$ cat config.mk
export PLATFORM = sky130hd
export DESIGN_NAME = mem1_write_controller
export DESIGN_NICKNAME = d
export VERILOG_FILES = /design/src/rtl/mem1_write_controller.sv
export SDC_FILE = /design/constraint.sdc
export NUM_CORES = 1
export LEC_CHECK = 0
export ABC_AREA = 1
export ABC_CLOCK_PERIOD_IN_PS = 2000
export CAP_MARGIN = 20
export CORE_MARGIN = 2
export CORE_UTILIZATION = 49
export CTS_BUF_LIST = sky130_fd_sc_hd__clkbuf_16
export CTS_CLUSTER_DIAMETER = 80
export CTS_CLUSTER_SIZE = 24
export DETAILED_ROUTE_END_ITERATION = 12
export PLACE_DENSITY = 0.81
export SKIP_LAST_GASP = 1
export SYNTH_ARGS = -nofsm -noshare
export SYNTH_HDL_FRONTEND = slang
export SYNTH_SLANG_ARGS = --single-unit
$ cat constraint.sdc
create_clock -name iCLK -period 2 [get_ports iCLK]
set_input_delay 0.4 -clock iCLK [delete_from_list [all_inputs] [get_ports iCLK]]
set_output_delay 0.4 -clock iCLK [all_outputs]
set_load 0.05 [all_outputs]
$ cat src/rtl/mem1_write_controller.sv
// mem1_write_controller: MEM1 write address/strobe generator for CONV1, CONV2, CONV3 and FCL1 output words
//   iCLK, iRSTn       clock, async active-low reset
//   iEN, iSTATE       sequencer enable and current layer state
//   iVALID, iDATA     serial layer output word
//   oADDR, oDATA, oWE registered MEM1 write port
//   oDONE             one-cycle pulse after the layer's last write has landed
module mem1_write_controller #(
  parameter int DATA_WIDTH  = 32,
  parameter int MEM1_OFFSET = 252
) (
  input  logic                  iCLK,
  input  logic                  iRSTn,
  input  logic                  iEN,
  input  logic [2:0]            iSTATE,
  input  logic                  iVALID,
  input  logic [DATA_WIDTH-1:0] iDATA,
  output logic [8:0]            oADDR,
  output logic [DATA_WIDTH-1:0] oDATA,
  output logic                  oWE,
  output logic                  oDONE
);
  typedef enum logic [1:0] {S_IDLE, S_WRITE, S_DONE} state_t;
  state_t state, nState;
  logic [2:0] stQ, nStQ;
  logic [8:0] base, nBase, count, nCount, cnt, nCnt, nAddr, mapBase, mapCount;
  logic [DATA_WIDTH-1:0] nData;
  logic isWr, accept, nWe, donePend, nDonePend;
  assign isWr = iSTATE >= 3'b010 && iSTATE <= 3'b101;
  // CONV2 and FCL1 (odd codes) live in the upper region
  assign mapBase = iSTATE[0] ? 9'(MEM1_OFFSET) : 9'd0;
  assign mapCount = iSTATE == 3'b010 ? 9'd252 : iSTATE == 3'b011 ? 9'd48 :
                    iSTATE == 3'b100 ? 9'd112 : 9'd12;
  // a state change in S_WRITE aborts, so it must also block the word
  assign accept = state == S_WRITE && iSTATE == stQ && iEN && iVALID;
  always_comb begin
    nState = state;
    nStQ = stQ;
    nBase = base;
    nCount = count;
    nCnt = cnt;
    nWe = accept;
    nAddr = accept ? base + cnt : oADDR;
    nData = accept ? iDATA : oDATA;
    nDonePend = 1'b0;
    case (state)
      S_IDLE:
        if (iEN && isWr) begin
          nState = S_WRITE;
          nStQ = iSTATE;
          nBase = mapBase;
          nCount = mapCount;
          nCnt = 9'd0;
        end
      S_WRITE:
        if (iSTATE != stQ) begin
          nState = S_IDLE;
          nCnt = 9'd0;
        end else if (accept) begin
          nCnt = cnt + 9'd1;
          if (cnt == count - 9'd1) begin
            nState = S_DONE;
            nDonePend = 1'b1;
          end
        end
      S_DONE:
        if (!iEN || iSTATE != stQ) nState = S_IDLE;
      default: nState = S_IDLE;
    endcase
  end
  // oDONE trails the final oWE by one cycle, so MEM1 already holds the word
  always_ff @(posedge iCLK or negedge iRSTn) begin
    if (!iRSTn) begin
      state <= S_IDLE;
      stQ <= 3'd0;
      base <= 9'd0;
      count <= 9'd0;
      cnt <= 9'd0;
      oADDR <= 9'd0;
      oDATA <= '0;
      oWE <= 1'b0;
      donePend <= 1'b0;
      oDONE <= 1'b0;
    end else begin
      state <= nState;
      stQ <= nStQ;
      base <= nBase;
      count <= nCount;
      cnt <= nCnt;
      oADDR <= nAddr;
      oDATA <= nData;
      oWE <= nWe;
      donePend <= nDonePend;
      oDONE <= donePend;
    end
  end
endmodule

==> results of run 1 <==
path summary, 6_finish.rpt:
check,startpoint,end,slack [ns],depth (start not counted)
max reg2reg,stQ[0],oADDR[6],0.19,8
max,oADDR[6],oADDR[6],0.08,1
min in group iCLK,donePend,oDONE,0.35,0
min,iRSTn,oDATA[5],0.06,1
min reg2reg,donePend,oDONE,0.35,0
max in group asynchronous,iRSTn,oDATA[19],1.43,2
layout make-up:
cell class | instances | area (um^2)
Clock buffer | 9 | 225
Multi-Input combinational cell | 279 | 1310
Inverter | 35 | 131
Clock inverter | 7 | 90.1
Tap cell | 75 | 93.8
Sequential cell | 62 | 1550
Fill cell | 431 | 1600
Timing Repair Buffer | 95 | 986
state kept, by name, summed over array words and instances, names as in the netlist, 2 cells and up:
register / flops
cnt: 9
count: 4
oADDR: 9
oDATA: 32
stQ: 3
state: 2
logic make-up (layout without fill, tap and decap cells):
logic type      count (synthesis)  after routing  share of synthesized area [%]
fa+ha+maj                      10             10                           4.30
xor+xnor                        8              8                           2.27
simple gates                  234            234                           31.3
buf+inv                        46            146                           7.10
flops                          62             62                           50.3
compound gates                 27             27                           4.67
metal layers:
| metal | wire (um) | part of all wire, % | vias up | global-route usage, % |
|---|---|---|---|---|
| li1 | - | - | 1408 | - |
| met1 | 3270 | 42 | 1323 | 26.8 |
| met2 | 3960 | 51 | 98 | 41.5 |
| met3 | 380 | 4.9 | 12 | 4.08 |
| met4 | 85 | 1.1 | 0 | 6.56 |
| met5 | 0 | 0 | - | 0 |
power by group through the flow:
stage	logic (uW)	clock network, uW	registers (uW)
after global placement	1710	0	1650
after detailed placement	1750	0	1650
after floorplan	406	0	2340
final	1760	1630	1650
after global routing	1870	1720	1670
after CTS	1770	1650	1650
metrics by stage:
| stage | setup WS [ns] | hold slack [ns] | util, % | power, uW | area, um^2 |
|---|---|---|---|---|---|
| 2_1_floorplan | 0.359 | 0.104 | - | 2740 | 3080 |
| 3_3_place_gp | 0.0496 | 0.338 | 68.0 | 3360 | 4080 |
| 3_5_place_dp | -0.00459 | 0.343 | 68.0 | 3400 | 4080 |
| 4_1_cts | 0.0705 | 0.0620 | 73.3 | 5070 | 4390 |
| 5_1_grt | 0.0452 | 0.0898 | 73.3 | 5270 | 4390 |
| 6_report | 0.0782 | 0.0582 | 73.3 | 5040 | 4390 |
cells in the mapped netlist:
library cell / number
nand2_1: 177
dfrtp_1: 62
inv_1: 31
nand3_1: 20
o21ai_0: 18
nand4_1: 14
nor2_1: 14
ha_1: 9
a21oi_1: 5
buf_6: 5
xor2_1: 5
buf_2: 4
inv_2: 4
xnor2_1: 3
nand2_2: 2
nor3_1: 2
o21a_1: 2
or2_2: 2
a31oi_1: 1
and2_4: 1
buf_4: 1
clkbuf_1: 1
fa_1: 1
nor2_2: 1
nor2_4: 1
o31ai_1: 1
==> summary.md, run 1 <==
| Metric | Value |
|---|---|
| Max VDD drop | just over 0.9 mV |
| Layout cells sized above 1 | under 10% |
| Post-Layout Cell Count | about 560 |
| Sequential Power Share | between 30% and 40% |
| Crit-path cells | clkdlybuf4s50_1 |
| Top post-synthesis cells by area | dfrtp_1 (50%), nand2_1 (22%), inv_1 (3.8%), ha_1 (3.7%), nand3_1 (3.2%) |
| Clock transition at path regs | 0.05 ns |
| Post-Route WL | approximately 7.7 mm |
| Min Clock Period, post-route | between 1.5 and 2 ns |
| CP required | roughly 1.6 ns |
| Vias per cell | 5.06 |
| Largest net degree at the start of global routing | 29 |
| Number of global-route vias before repair | roughly 2800 |
| Hold-fix buffers at CTS | 0 |
| Worst Hold Class | in -> async |
| Slowest CP cell | clkdlybuf4s50_1 |
| Final setup TNS | 0 ns |
| Biggest area consumer among synthesized cells | dfrtp_1 |
| Peak Freq | 520 MHz |
| Aggregate global-route resource usage | about 23% |
| MaxCap Viol Count | 0 |
| Yosys Warn Count | 0 |
| Worst slew pin tran | approximately 0.53 ns |
| Critical path launch point type | flop |
| 1st-pass router iterations | 4 |
| Critical path class | reg -> out |
| Initial drt markers | about 150 |
| Routed length per instance | ~14 um |
| Post-route clock period utilization | a little over nine tenths |
| Outcome | complete, no violations |
| Internal power | approximately 3200 uW |
| Sequential area share after synthesis | 50.3% |
| Post-DP HPWL | ~5.3 mm |
| Crit end category | output port |
| Sw Share | 36.9% |
| Relative slew slack | between 60% and 70% |
| Commonest non-fill, non-tap cell in the layout | nand2_1 |
| Top Family by Delay on Critical Path | buffers and inverters |
| DRT antenna net count | 0 |
| H-tree levels | 3 |
| Post-placement cell count | around 550 |
| Hold Vio Cnt, Final | 0 |
| Postcts setup bufs | 0 |
| Mean Syn Cell Area | about 8 um^2 |
| Initial antenna violation count | 0 |
| Yosys reg bits | between 60 and 70 |
| Gate power share | 35.0% |
| Syn Std Cell Area | approximately 3100 um^2 |
| Maximum buffer depth of the clock tree | 2 |
| Worst skew pair latency | 0.32 ns |
| Area Overhead vs Synth | 42.5% |
| Power per cell area | roughly 1100 nW/um^2 |
| Clock Skew | around 0.0066 ns |
| Total CTS buffers | 9 |
| First-pass GRT wire length | 12.7 mm |
| Synth cell types | 26 |
| Final Net Count | approximately 530 |
| Post-Syn Nets | 436 |
| CTS tree | yes |
| Via count | 2841 |
| Mapped Cells | a little under 400 |
| NetSw | between 1500 and 2000 uW |
| # rows | 28 |
| Clock share of power | about a third |
| I/O pins | 82 |
| Worst-path fanout max | 2 |
| Leakage | 0.00224 uW |
| Most frequent cells in the layout | nand2_1 (177), clkdlybuf4s50_1 (80), dfrtp_1 (61) |
| Arr. time, crit path | 1.52 ns |
| Max incr delay on CP | about 0.82 ns |
| Buffers & Inverters on Critical Path | 1 |
| Final Setup Violations | 0 |
| Die W | ~83 um |
| RSZ-0062 raised after global routing | false |
| Die Height | between 80 and 90 um |
| Die area | 6940 um^2 |
| Total gr overflow | 0 |
| CTS Root Cell | clkbuf_16 |
| Placer Congestion | between 0.8 and 0.9 |
| Core ar. | approximately 6000 um^2 |
| # diodes | 0 |
| Sink Count | 62 |
| Final Max Tran Viols | 0 |
| DRC Markers | 0 |
| Initial core utilization | about half |
| PortBufs | a little over 80 |
| CTS resizes | 0 |
| Post-synth top area share | roughly half |
(Power assumes the default switching activity.)
==> run 2, diff against run 1 <==
--- a/config.mk
+++ b/config.mk
@@ -14,6 +14,7 @@
 export CTS_CLUSTER_DIAMETER = 80
 export CTS_CLUSTER_SIZE = 24
 export DETAILED_ROUTE_END_ITERATION = 12
+export GPL_TIMING_DRIVEN = 0
 export PLACE_DENSITY = 0.81
 export SKIP_LAST_GASP = 1
 export SYNTH_ARGS = -nofsm -noshare
==> run 2 against run 1 <==
  * Critical endpoint is now oDATA[24]
  * Highest routed layer unchanged
  * Sequential cell count unchanged
  * Register-to-register slack lost 0.02 ns
  * Non-clock buffer count decreased by 2
  * Combinational power is essentially flat
  * Final area is 3.0% lower
  * Clock-buffer cell count unchanged
  * Total power is 6.7% lower
  * Cell count is 0.53% lower
  * Global-route usage is 0.30 points lower
  * Sequential share of layout area rose by 1.1 points
  * Clock skew increased by 0.0013 ns
  * Maximum frequency is 0.77% higher
==> summary.md, run 2 (synthesized netlist as in run 1, its figures left out) <==
| Metric | Value |
|---|---|
| Max VDD drop | 0.829 mV |
| Register area | around 1600 um^2 |
| Worst skew pair latency | 0.33 ns |
| Arr. time, crit path | around 1.5 ns |
| Initial drt markers | roughly 140 |
| Power consumption | approximately 4700 uW |
| Postcts setup bufs | 0 |
| Slowest CP cell | clkdlybuf4s50_1 |
| MaxCap Viol Count | 0 |
| CTS tree | yes |
| Most frequent cells in the layout | nand2_1 (177), clkdlybuf4s50_1 (80), dfrtp_1 (60) |
| Power per cell area | between 1000 and 1500 nW/um^2 |
| Hold Vio Cnt, Final | 0 |
| Number of global-route vias before repair | around 2900 |
| CTS Root Cell | clkbuf_16 |
| Final Max Tran Viols | 0 |
| Final Setup Violations | 0 |
| Largest net degree at the start of global routing | 33 |
| Multi-input gate area | about 1300 um^2 |
| Biggest regs | oDATA (32), cnt (9), oADDR (9) |
| Min Clock Period, post-route | ~1.9 ns |
| Post-Route WL | roughly 7.2 mm |
| Total CTS buffers | 9 |
| Aggregate global-route resource usage | between 20% and 30% |
| Routed length per instance | 12.9 um |
| Post-route cell area | 4260 um^2 |
| 1st-pass router iterations | 4 |
| Leakage | around 0.0022 uW |
| Maximum buffer depth of the clock tree | 2 |
| Worst slew pin tran | around 0.76 ns |
| Crit end category | output port |
| CP required | ~1.6 ns |
| Final Net Count | around 530 |
| Critical path launch point type | flop |
| Placer Congestion | just over 0.8 |
| PortBufs | around 80 |
| Core ar. | 5990 um^2 |
| Buffers & Inverters on Critical Path | 1 |
| Sink Count | just over 60 |
| Die area | 6940 um^2 |
| Critical path class | reg -> out |
| Vias per cell | between 5 and 6 |
| DRC Markers | 0 |
| Peak Freq | 524 MHz |
| Layout cells sized above 1 | 7.85% |
| Die Height | roughly 83 um |
| H-tree levels | 3 |
| Commonest non-fill, non-tap cell in the layout | nand2_1 |
| Largest Register | oDATA |
| Via count | 2818 |
| Placed Area | approximately 4000 um^2 |
| First-pass GRT wire length | 12.5 mm |
| R2R Setup Slk | approximately 0.17 ns |
| Outcome | complete, no violations |
| Initial antenna violation count | 0 |
| Hold-fix buffers at CTS | 0 |
| Max incr delay on CP | about 0.81 ns |
| Relative slew slack | 49.2% |
| Clock Skew | 0.00789 ns |
| Die W | 83.3 um |
| Fill cell count | approximately 460 |
| Top Family by Delay on Critical Path | buffers and inverters |
| Number of flip-flops in the largest register | 32 |
| # diodes | 0 |
| RSZ-0062 raised after global routing | false |
| Crit-path cells | clkdlybuf4s50_1 |
| # rows | 28 |
| Total gr overflow | 0 |
| Area Overhead vs Synth | 38.2% |
| Worst Hold Class | in -> async |
| I/O pins | between 80 and 90 |
| Post-DP HPWL | approximately 5.3 mm |
| Initial core utilization | between 50% and 60% |
| DRT antenna net count | 0 |
| Clock transition at path regs | approximately 0.050 ns |
| Post-route clock period utilization | between 90% and 100% |
| Worst-path fanout max | 2 |
-- run 2: changes by cell type in the layout (fill, tap and decap cells not counted), moves of 2 or more --
cell       change
buf_2          +4
bufinv_16      -2
buf_4          -7
buf_6          +5
buf_12         -5
-- run 2: stage by stage --
step                      cells  TNS, ns  utilization, %  setup slack, ns  hold WS [ns]
after floorplan             387        0               -            0.359         0.104
after global placement      543   -89.72            66.6            -1.43         0.336
after detailed placement    544    -2.63            66.8           -0.126         0.337
after CTS                   559        0            71.1           0.0850         0.168
after global routing        559        0            71.1           0.0476         0.219
final                       559        0            71.1           0.0930         0.150
-- run 2: path summary, 6_finish.rpt --
check | startpoint | endpoint | cells past startpoint
setup / recovery | oDATA[24] | oDATA[24] | 1
hold / removal | iRSTn | cnt[5] | 1
setup reg to reg | stQ[0] | oADDR[6] | 8
hold reg to reg | donePend | oDONE | 0
max in group asynchronous | iRSTn | cnt[2] | 2
min in group iCLK | donePend | oDONE | 0
-- run 2: report_power, final --
group / internal (uW) / switching (uW) / total (uW)
combinational: 586 / 1140 / 1730
clock: 814 / 518 / 1330
sequential: 1490 / 149 / 1640
-- run 2: repair_timing --
item,4_1_cts,5_1_grt
setup endpoints to repair,0,2
gates resized for setup,0,2
hold endpoints to repair,0,0
-- run 2: layout make-up --
cell class | count | area share (%)
flip-flops and latches | 62 | 36.5
clock inverters | 6 | 0.734
inverters | 35 | 3.08
repair buffers | 82 | 19.4
multi-input cells | 279 | 30.8
clock buffers | 9 | 5.28
well taps | 75 | 2.20
plain buffers | 11 | 2.06
-- run 2: routing by layer --
| layer | global-route usage, % | wire, um |
|---|---|---|
| met3 | 4.87 | 349 |
| met1 | 25.6 | 3080 |
| met2 | 40.5 | 3690 |
| met4 | 8.05 | 112 |
| met5 | 0 | 0 |
